===== config.mk =====
export PLATFORM = sky130hd
export DESIGN_NAME = i2c_target_regfile
export DESIGN_NICKNAME = d
export VERILOG_FILES = /design/src/rtl/i2c_target_regfile.sv
export SDC_FILE = /design/constraint.sdc
export NUM_CORES = 1
export LEC_CHECK = 0
export CORE_MARGIN = 2
export CORE_UTILIZATION = 56
export CTS_BUF_LIST = sky130_fd_sc_hd__clkbuf_4 sky130_fd_sc_hd__clkbuf_8 sky130_fd_sc_hd__clkbuf_16
export DETAILED_ROUTE_END_ITERATION = 8
export MAX_ROUTING_LAYER = met4
export PLACE_DENSITY_LB_ADDON = 0.05
export RECOVER_POWER = 50
export SYNTH_ARGS = -nofsm -noshare
export SYNTH_HDL_FRONTEND = slang
export SYNTH_SLANG_ARGS = --single-unit

===== constraint.sdc =====
create_clock -name pclk -period 2.11 [get_ports pclk]
set_input_delay 0.422 -clock pclk [delete_from_list [all_inputs] [get_ports pclk]]
set_output_delay 0.422 -clock pclk [all_outputs]
set_load 0.01 [all_outputs]

===== src/rtl/i2c_target_regfile.sv =====
// ---------------------------------------------------------------------------
// i2c_target_regfile
//
// I2C target with a small register file. SCL and SDA are oversampled on pclk,
// START/STOP are detected from the synchronized levels, a 7-bit address is
// matched and ACKed. A write transfer supplies a register pointer followed by
// data bytes (pointer auto-increments). A read transfer returns register
// contents MSB first, continuing while the controller ACKs.
//
// Optional build macro: I2C_TARGET_CLOCK_STRETCH_EN
//   When defined, SCL is held low for STRETCH_CYCLES pclk cycles after the SCL
//   fall that ends every ACK bit. When undefined, scl_oe is constant low.
//
// Ports:
//   pclk       system clock (at least 8x the SCL frequency)
//   areset     asynchronous active-low reset
//   scl_i      SCL bus level
//   sda_i      SDA bus level
//   sda_oe     1 = pull SDA low (open drain)
//   scl_oe     1 = pull SCL low (clock stretch)
//   busy       high from START through STOP
//   wr_strobe  one-cycle pulse per committed write byte
//   wr_addr    register index of the committed byte
//   wr_data    committed byte
// ---------------------------------------------------------------------------
module i2c_target_regfile #(
  parameter logic [6:0] SLAVE_ADDRESS          = 7'h68,
  parameter int         DATA_LENGTH            = 8,
  parameter int         REGISTER_ADDRESS_WIDTH = 8,
  parameter int         NO_OF_REGS             = 16,
  parameter int         STRETCH_CYCLES         = 4
) (
  input  logic                              pclk,
  input  logic                              areset,
  input  logic                              scl_i,
  input  logic                              sda_i,
  output logic                              sda_oe,
  output logic                              scl_oe,
  output logic                              busy,
  output logic                              wr_strobe,
  output logic [REGISTER_ADDRESS_WIDTH-1:0] wr_addr,
  output logic [DATA_LENGTH-1:0]            wr_data
);

  localparam int RAW   = REGISTER_ADDRESS_WIDTH;
  localparam int DL    = DATA_LENGTH;
  // Receive shifter must hold an 8-bit address/pointer byte or a data word.
  localparam int RX_W  = (DL > 8) ? DL : 8;
  localparam int CNT_W = $clog2(RX_W + 1);
  localparam int IDX_W = (NO_OF_REGS > 1) ? $clog2(NO_OF_REGS) : 1;

  localparam logic [CNT_W-1:0] BYTE_BITS = CNT_W'(8);
  localparam logic [CNT_W-1:0] DATA_BITS = DATA_LENGTH[CNT_W-1:0];
  localparam logic [RAW:0]     NREGS     = NO_OF_REGS[RAW:0];

  typedef enum logic [3:0] {
    IDLE,
    ADDR,
    ADDR_ACK,
    REG_ADDR,
    REG_ACK,
    WR_DATA,
    WR_ACK,
    RD_DATA,
    RD_ACK
  } state_e;

  // ------------------------------------------------------------------------
  // Synchronizers and edge detection. Flops reset to the idle bus level so
  // that leaving reset on an idle bus produces no spurious edge.
  // ------------------------------------------------------------------------
  logic scl_s1_q, scl_s2_q, scl_d1_q;
  logic sda_s1_q, sda_s2_q, sda_d1_q;

  always_ff @(posedge pclk or negedge areset) begin
    if (!areset) begin
      scl_s1_q <= 1'b1;
      scl_s2_q <= 1'b1;
      scl_d1_q <= 1'b1;
      sda_s1_q <= 1'b1;
      sda_s2_q <= 1'b1;
      sda_d1_q <= 1'b1;
    end else begin
      scl_s1_q <= scl_i;
      scl_s2_q <= scl_s1_q;
      scl_d1_q <= scl_s2_q;
      sda_s1_q <= sda_i;
      sda_s2_q <= sda_s1_q;
      sda_d1_q <= sda_s2_q;
    end
  end

  logic scl_rise, scl_fall, start_det, stop_det;
  logic scl_rise_e, scl_fall_e, stretching;

  assign scl_rise  = scl_s2_q & ~scl_d1_q;
  assign scl_fall  = ~scl_s2_q & scl_d1_q;
  // SCL must be high in both compared samples so a data change racing an
  // SCL edge is never taken for START/STOP.
  assign start_det = scl_s2_q & scl_d1_q & sda_d1_q & ~sda_s2_q;
  assign stop_det  = scl_s2_q & scl_d1_q & ~sda_d1_q & sda_s2_q;

  // SCL edges are ignored while this target is holding SCL low.
  assign scl_rise_e = scl_rise & ~stretching;
  assign scl_fall_e = scl_fall & ~stretching;

  // ------------------------------------------------------------------------
  // State and datapath registers
  // ------------------------------------------------------------------------
  state_e                 state_q, state_d;
  logic [CNT_W-1:0]       cnt_q, cnt_d;
  logic [RX_W-1:0]        rx_q, rx_d;
  logic [DL-1:0]          tx_q, tx_d;
  logic [RAW-1:0]         ptr_q, ptr_d;
  logic                   rw_q, rw_d;
  logic                   sda_oe_q, sda_oe_d;
  logic                   busy_q, busy_d;
  logic                   wr_strobe_q, wr_strobe_d;
  logic [RAW-1:0]         wr_addr_q, wr_addr_d;
  logic [DL-1:0]          wr_data_q, wr_data_d;
  logic                   reg_we;

  logic [DL-1:0]          regs_q [NO_OF_REGS];
  logic [IDX_W-1:0]       ptr_idx;
  logic                   in_range;
  logic [DL-1:0]          rd_val;

  assign ptr_idx  = ptr_q[IDX_W-1:0];
  assign in_range = ({1'b0, ptr_q} < NREGS);
  // Out-of-range reads return all-ones (undriven bus value).
  assign rd_val   = in_range ? regs_q[ptr_idx] : '1;

  always_comb begin
    state_d     = state_q;
    cnt_d       = cnt_q;
    rx_d        = rx_q;
    tx_d        = tx_q;
    ptr_d       = ptr_q;
    rw_d        = rw_q;
    sda_oe_d    = sda_oe_q;
    busy_d      = busy_q;
    wr_strobe_d = 1'b0;
    wr_addr_d   = wr_addr_q;
    wr_data_d   = wr_data_q;
    reg_we      = 1'b0;

    if (start_det) begin
      state_d  = ADDR;
      cnt_d    = '0;
      busy_d   = 1'b1;
      sda_oe_d = 1'b0;
    end else if (stop_det) begin
      state_d  = IDLE;
      busy_d   = 1'b0;
      sda_oe_d = 1'b0;
    end else begin
      case (state_q)
        ADDR, REG_ADDR, WR_DATA: begin
          if (scl_rise_e && cnt_q != ((state_q == WR_DATA) ? DATA_BITS : BYTE_BITS)) begin
            rx_d  = {rx_q[RX_W-2:0], sda_s2_q};
            cnt_d = cnt_q + 1'b1;
          end else if (scl_fall_e && cnt_q == ((state_q == WR_DATA) ? DATA_BITS : BYTE_BITS)) begin
            // Byte complete; the fall after its last bit opens the ACK slot.
            cnt_d = '0;
            if (state_q == ADDR) begin
              if (rx_q[7:1] == SLAVE_ADDRESS) begin
                state_d  = ADDR_ACK;
                rw_d     = rx_q[0];
                sda_oe_d = 1'b1;
              end else begin
                state_d  = IDLE;   // not addressed: stay quiet, busy until STOP
              end
            end else if (state_q == REG_ADDR) begin
              ptr_d    = RAW'(rx_q[7:0]);
              state_d  = REG_ACK;
              sda_oe_d = 1'b1;
            end else begin
              if (in_range) begin
                reg_we      = 1'b1;
                wr_strobe_d = 1'b1;
                wr_addr_d   = ptr_q;
                wr_data_d   = rx_q[DL-1:0];
              end
              ptr_d    = ptr_q + 1'b1;
              state_d  = WR_ACK;
              sda_oe_d = 1'b1;
            end
          end
        end

        ADDR_ACK: begin
          if (scl_fall_e) begin
            cnt_d = '0;
            if (rw_q) begin
              // The fall ending the ACK is also the first low phase of the
              // read byte, so the MSB goes out right away.
              state_d  = RD_DATA;
              tx_d     = rd_val;
              sda_oe_d = ~rd_val[DL-1];
              cnt_d    = CNT_W'(1);
            end else begin
              state_d  = REG_ADDR;
              sda_oe_d = 1'b0;
            end
          end
        end

        REG_ACK, WR_ACK: begin
          if (scl_fall_e) begin
            state_d  = WR_DATA;
            cnt_d    = '0;
            sda_oe_d = 1'b0;
          end
        end

        RD_DATA: begin
          // cnt_q counts bits already placed on the bus; 0 means the
          // controller's ACK bit just ended and the next byte must be loaded.
          if (scl_fall_e) begin
            if (cnt_q == '0) begin
              tx_d     = rd_val;
              sda_oe_d = ~rd_val[DL-1];
              cnt_d    = CNT_W'(1);
            end else if (cnt_q != DATA_BITS) begin
              tx_d     = {tx_q[DL-2:0], 1'b1};
              sda_oe_d = ~tx_q[DL-2];
              cnt_d    = cnt_q + 1'b1;
            end else begin
              sda_oe_d = 1'b0;
              ptr_d    = ptr_q + 1'b1;
              cnt_d    = '0;
              state_d  = RD_ACK;
            end
          end
        end

        RD_ACK: begin
          if (scl_rise_e) begin
            cnt_d   = '0;
            state_d = sda_s2_q ? IDLE : RD_DATA;
          end
        end

        default: ;
      endcase
    end
  end

  always_ff @(posedge pclk or negedge areset) begin
    if (!areset) begin
      state_q     <= IDLE;
      cnt_q       <= '0;
      rx_q        <= '0;
      tx_q        <= '0;
      ptr_q       <= '0;
      rw_q        <= 1'b0;
      sda_oe_q    <= 1'b0;
      busy_q      <= 1'b0;
      wr_strobe_q <= 1'b0;
      wr_addr_q   <= '0;
      wr_data_q   <= '0;
    end else begin
      state_q     <= state_d;
      cnt_q       <= cnt_d;
      rx_q        <= rx_d;
      tx_q        <= tx_d;
      ptr_q       <= ptr_d;
      rw_q        <= rw_d;
      sda_oe_q    <= sda_oe_d;
      busy_q      <= busy_d;
      wr_strobe_q <= wr_strobe_d;
      wr_addr_q   <= wr_addr_d;
      wr_data_q   <= wr_data_d;
    end
  end

  // Register file: written only from the bus; survives START/STOP.
  always_ff @(posedge pclk or negedge areset) begin
    if (!areset) begin
      for (int i = 0; i < NO_OF_REGS; i++) begin
        regs_q[i] <= '0;
      end
    end else if (reg_we) begin
      regs_q[ptr_idx] <= rx_q[DL-1:0];
    end
  end

  // ------------------------------------------------------------------------
  // Clock stretching
  // ------------------------------------------------------------------------
`ifdef I2C_TARGET_CLOCK_STRETCH_EN
  localparam int ST_W = (STRETCH_CYCLES > 1) ? $clog2(STRETCH_CYCLES + 1) : 1;

  logic [ST_W-1:0] stretch_q, stretch_d;
  logic            ack_end;

  // SCL fall that closes an ACK bit: our own ACKs, plus the controller's ACK
  // during a read (RD_DATA with no bits sent yet).
  assign ack_end = scl_fall_e & ~start_det & ~stop_det &
                   ((state_q == ADDR_ACK) || (state_q == REG_ACK) ||
                    (state_q == WR_ACK) || (state_q == RD_DATA && cnt_q == '0));

  always_comb begin
    stretch_d = stretch_q;
    if (ack_end) begin
      stretch_d = ST_W'(STRETCH_CYCLES);
    end else if (stretch_q != '0) begin
      stretch_d = stretch_q - 1'b1;
    end
  end

  always_ff @(posedge pclk or negedge areset) begin
    if (!areset) begin
      stretch_q <= '0;
    end else begin
      stretch_q <= stretch_d;
    end
  end

  assign stretching = (stretch_q != '0);
  assign scl_oe     = stretching;
`else
  assign stretching = 1'b0;
  // Constant low; STRETCH_CYCLES only matters when stretching is built in.
  assign scl_oe     = (STRETCH_CYCLES < 0);
`endif

  assign sda_oe    = sda_oe_q;
  assign busy      = busy_q;
  assign wr_strobe = wr_strobe_q;
  assign wr_addr   = wr_addr_q;
  assign wr_data   = wr_data_q;

endmodule


==> reports/results.tsv <==
stage	metric	value	unit
outcome	status	finished, final reports clean	
layout	fin_util	69.03	%
setup_path	startpoint_type	register	
cts	cts_tree	done	
power_and_ir_drop	powerDensity	822.4	nW/um^2
power_and_ir_drop	power	8.694	mW
cts	numCtsBuffers	17	
logic_synthesis	yosysTopAreaCell	dfrtp_1	
setup_path	crit_path_top_delay_cell	dfstp_2	
sta	slew_headroom	34.49	%
sta	rsz0062_at_grt	yes	
sta	worst_pin_slew	982.6	ps
layout	final_cell_mix	dfrtp_1, mux2_2, buf_4, mux4_2, nand2_1	
logic_synthesis	async_flop_share	100.0	%
sta	hold_viol	0	
power_and_ir_drop	p_seq_share	43.8	%
layout	final_common_cell	dfrtp_1	
drt	wl	21200	um
sta	skew	10.43	ps
floorplan	start_util	57.87	%
power_and_ir_drop	p_sw	2.690	mW
cts	cts_sinks	185	
drt	dr.pass1.iters	5	
setup_path	crit_buf_inv	1	
worst_hold_path	hp-class	register to register	
cts	cts-root-buf	clkbuf_16	
power_and_ir_drop	p_sw_share	30.94	%
sta	timing.final.crit_period	2077	ps
floorplan	dieWidth	129.8	um
run	drv_cap	0	
sta	slew_violations	0	
cts	clkTransAtPathRegs	70	ps
floorplan	die_h	129.8	um
logic_synthesis	synthCells	630	
logic_synthesis	synth-seq-cells	185	
floorplan	core_area	15310	sq um
logic_synthesis	synth_nets	640	
setup_path	crit_path_max_fanout	8	
drt	wl_per_cell	22.97	um
place	placed_cells	882	
grt	grt_max_degree	65	
drt	drc_errors	0	
power_and_ir_drop	clkPwrFrac	36.4	%
layout	instances_no_fill	923	
power_and_ir_drop	power_frac_comb	19.8	%
logic_synthesis	syn_avg_cell_area	14.07	sq um
layout	insertedDiodeCount	0	
layout	fin_nets	709	
logic_synthesis	ys.flop_type	dfrtp_1	
setup_path	crit_required	2420	ps
logic_synthesis	yosysWarnings	0	
logic_synthesis	synth.area.top_cells	dfrtp_1, mux2_2, mux4_2	
logic_synthesis	synth_top_cell_area_share	50.54	%
logic_synthesis	syn_area	8862	sq um
drt	viasPerCell	6.073	
sta	timing.hold.ws	360.0	ps
cts	cts_buffer_depth	2	
setup_path	criticalPathCategory	register to register	
grt	grt_pass1_wl	32850	um
sta	clock.fmax	0.4814	GHz
sta	min_period_over_period	98.44	%
floorplan	io_pins	24	
logic_synthesis	yosysUniqueCellTypes	59	
grt	grt_usage	27.41	%
power_and_ir_drop	vdd_drop_max	0.6632	mV
setup_path	reg2reg_setup_slack	30	ps
setup_path	crit_family	simple AND/OR/NAND/NOR gates	
place	dpl_worst_slack	-16.04	ps
place	portBuffers	22	
logic_synthesis	synth_edf_count	0	
setup_path	worst_path_largest_cell_delay	580	ps
setup_path	worst_ep_arrival_time	2390	ps
layout	drive_gt1_share	41.99	%
drt	drtIter0Drc	471	
grt	grt_pass1_vias	5803	
floorplan	row_count	45	
cts	clk_latency	430	ps
grt	antenna_found_initial	0	
cts	htreeDepth	4	
drt	antenna_left	0	
logic_synthesis	seq_area_frac_synth	52.32	%
layout	synthToLayoutAreaGrowth	19.29	%
power_and_ir_drop	p_int	6.003	mW
grt	grt_overflow	0	
drt	vias	5605	
place	gp_congestion	0.8598	
power_and_ir_drop	p_leak	4.950	nW
setup_path	critPathCaptureType	register	
setup_path	crit_chain	nand2b_1 -> nor2_2 -> and4_4 -> buf_12 -> nand3_4 -> mux2_1	
place	hpwlAfterDp	13860	um
sta	setup_slack	32.91	ps
sta	finalSetupViolCount	0	
floorplan	dieArea	16850	sq um
area by class of cell:
type	instances	area, sq um
Sequential cell	185	4638
Tap cell	211	264.0
Fill cell	1103	4743
Clock inverter	14	158.9
Clock buffer	18	432.9
Inverter	11	41.29
Timing Repair Buffer	96	953.4
Multi-Input combinational cell	388	4083
flip-flops by register name, summed over array words and instances, names as in the netlist, 4 cells and up:
| register | cells |
|---|---|
| cnt_q | 4 |
| wr_data | 8 |
| ptr_q | 8 |
| state_q | 4 |
| rx_q | 8 |
| tx_q | 7 |
| wr_addr | 8 |
| regs_q | 128 |
timing repair:
item	in CTS	in global routing
hold buffers	1	0
hold endpoints to repair	26	0
pin swaps	1	3
setup endpoints to repair	50	136
cloned	0	4
setup buffers	0	5
resized for setup	2	36
power by group through the flow:
stage | Clock (mW) | Sequential, mW | Combinational (mW)
2_1_floorplan | 0 | 3.82 | 0.885
3_3_place_gp | 0 | 3.88 | 1.59
3_5_place_dp | 0 | 3.87 | 1.64
4_1_cts | 3.24 | 3.81 | 1.64
5_1_grt | 3.36 | 3.83 | 1.87
6_report | 3.16 | 3.81 | 1.72
per-layer routing:
| layer | part of all wire [%] | GRT usage [%] | wire (um) |
|---|---|---|---|
| met1 | 45 | 36.41 | 9450 |
| met2 | 49 | 42.69 | 10470 |
| met3 | 4.1 | 5.863 | 879 |
| met4 | 1.9 | 8.918 | 397 |
| met5 | 0 | - | 0 |
synth_stat cells, types with 7 or more instances:
master	n
nor2b_1	9
mux2_2	108
nor3_1	7
inv_1	11
nand2_1	24
mux2_1	40
o21ai_1	8
nor2_1	22
dfrtp_1	179
a21oi_1	15
nand3_1	11
o21ai_0	12
nand3_4	9
mux4_1	10
mux4_2	29
buf_2	8
o22ai_1	10
clkbuf_1	27
kinds of logic after synthesis:
| group | count (synthesis) | share of synthesized area [%] |
|---|---|---|
| fa+ha+maj | 6 | 0.8471 |
| compound gates | 75 | 5.690 |
| flops | 185 | 52.32 |
| mux | 189 | 29.37 |
| buf+inv | 57 | 3.205 |
| simple gates | 115 | 8.330 |
| other cells | 1 | 0.04231 |
| xor+xnor | 2 | 0.1977 |
worst paths after layout:
path,from,cells after the start,to
max,scl_d1_q,6,regs_q[76]
min,scl_s1_q,0,scl_s2_q
max reg2reg,scl_d1_q,6,regs_q[76]
min reg2reg,scl_s1_q,0,scl_s2_q
max in group asynchronous,areset,3,regs_q[88]
min in group asynchronous,areset,2,state_q[0]
through the flow:
stage / area [sq um] / TNS [ps]
final: 10570 / 0
after global routing: 10570 / -4067
after CTS: 10300 / 0
after detailed placement: 9694 / -129.7
after global placement: 9694 / 0
after floorplan: 8862 / 0
Power figures use the tool's default switching activity.
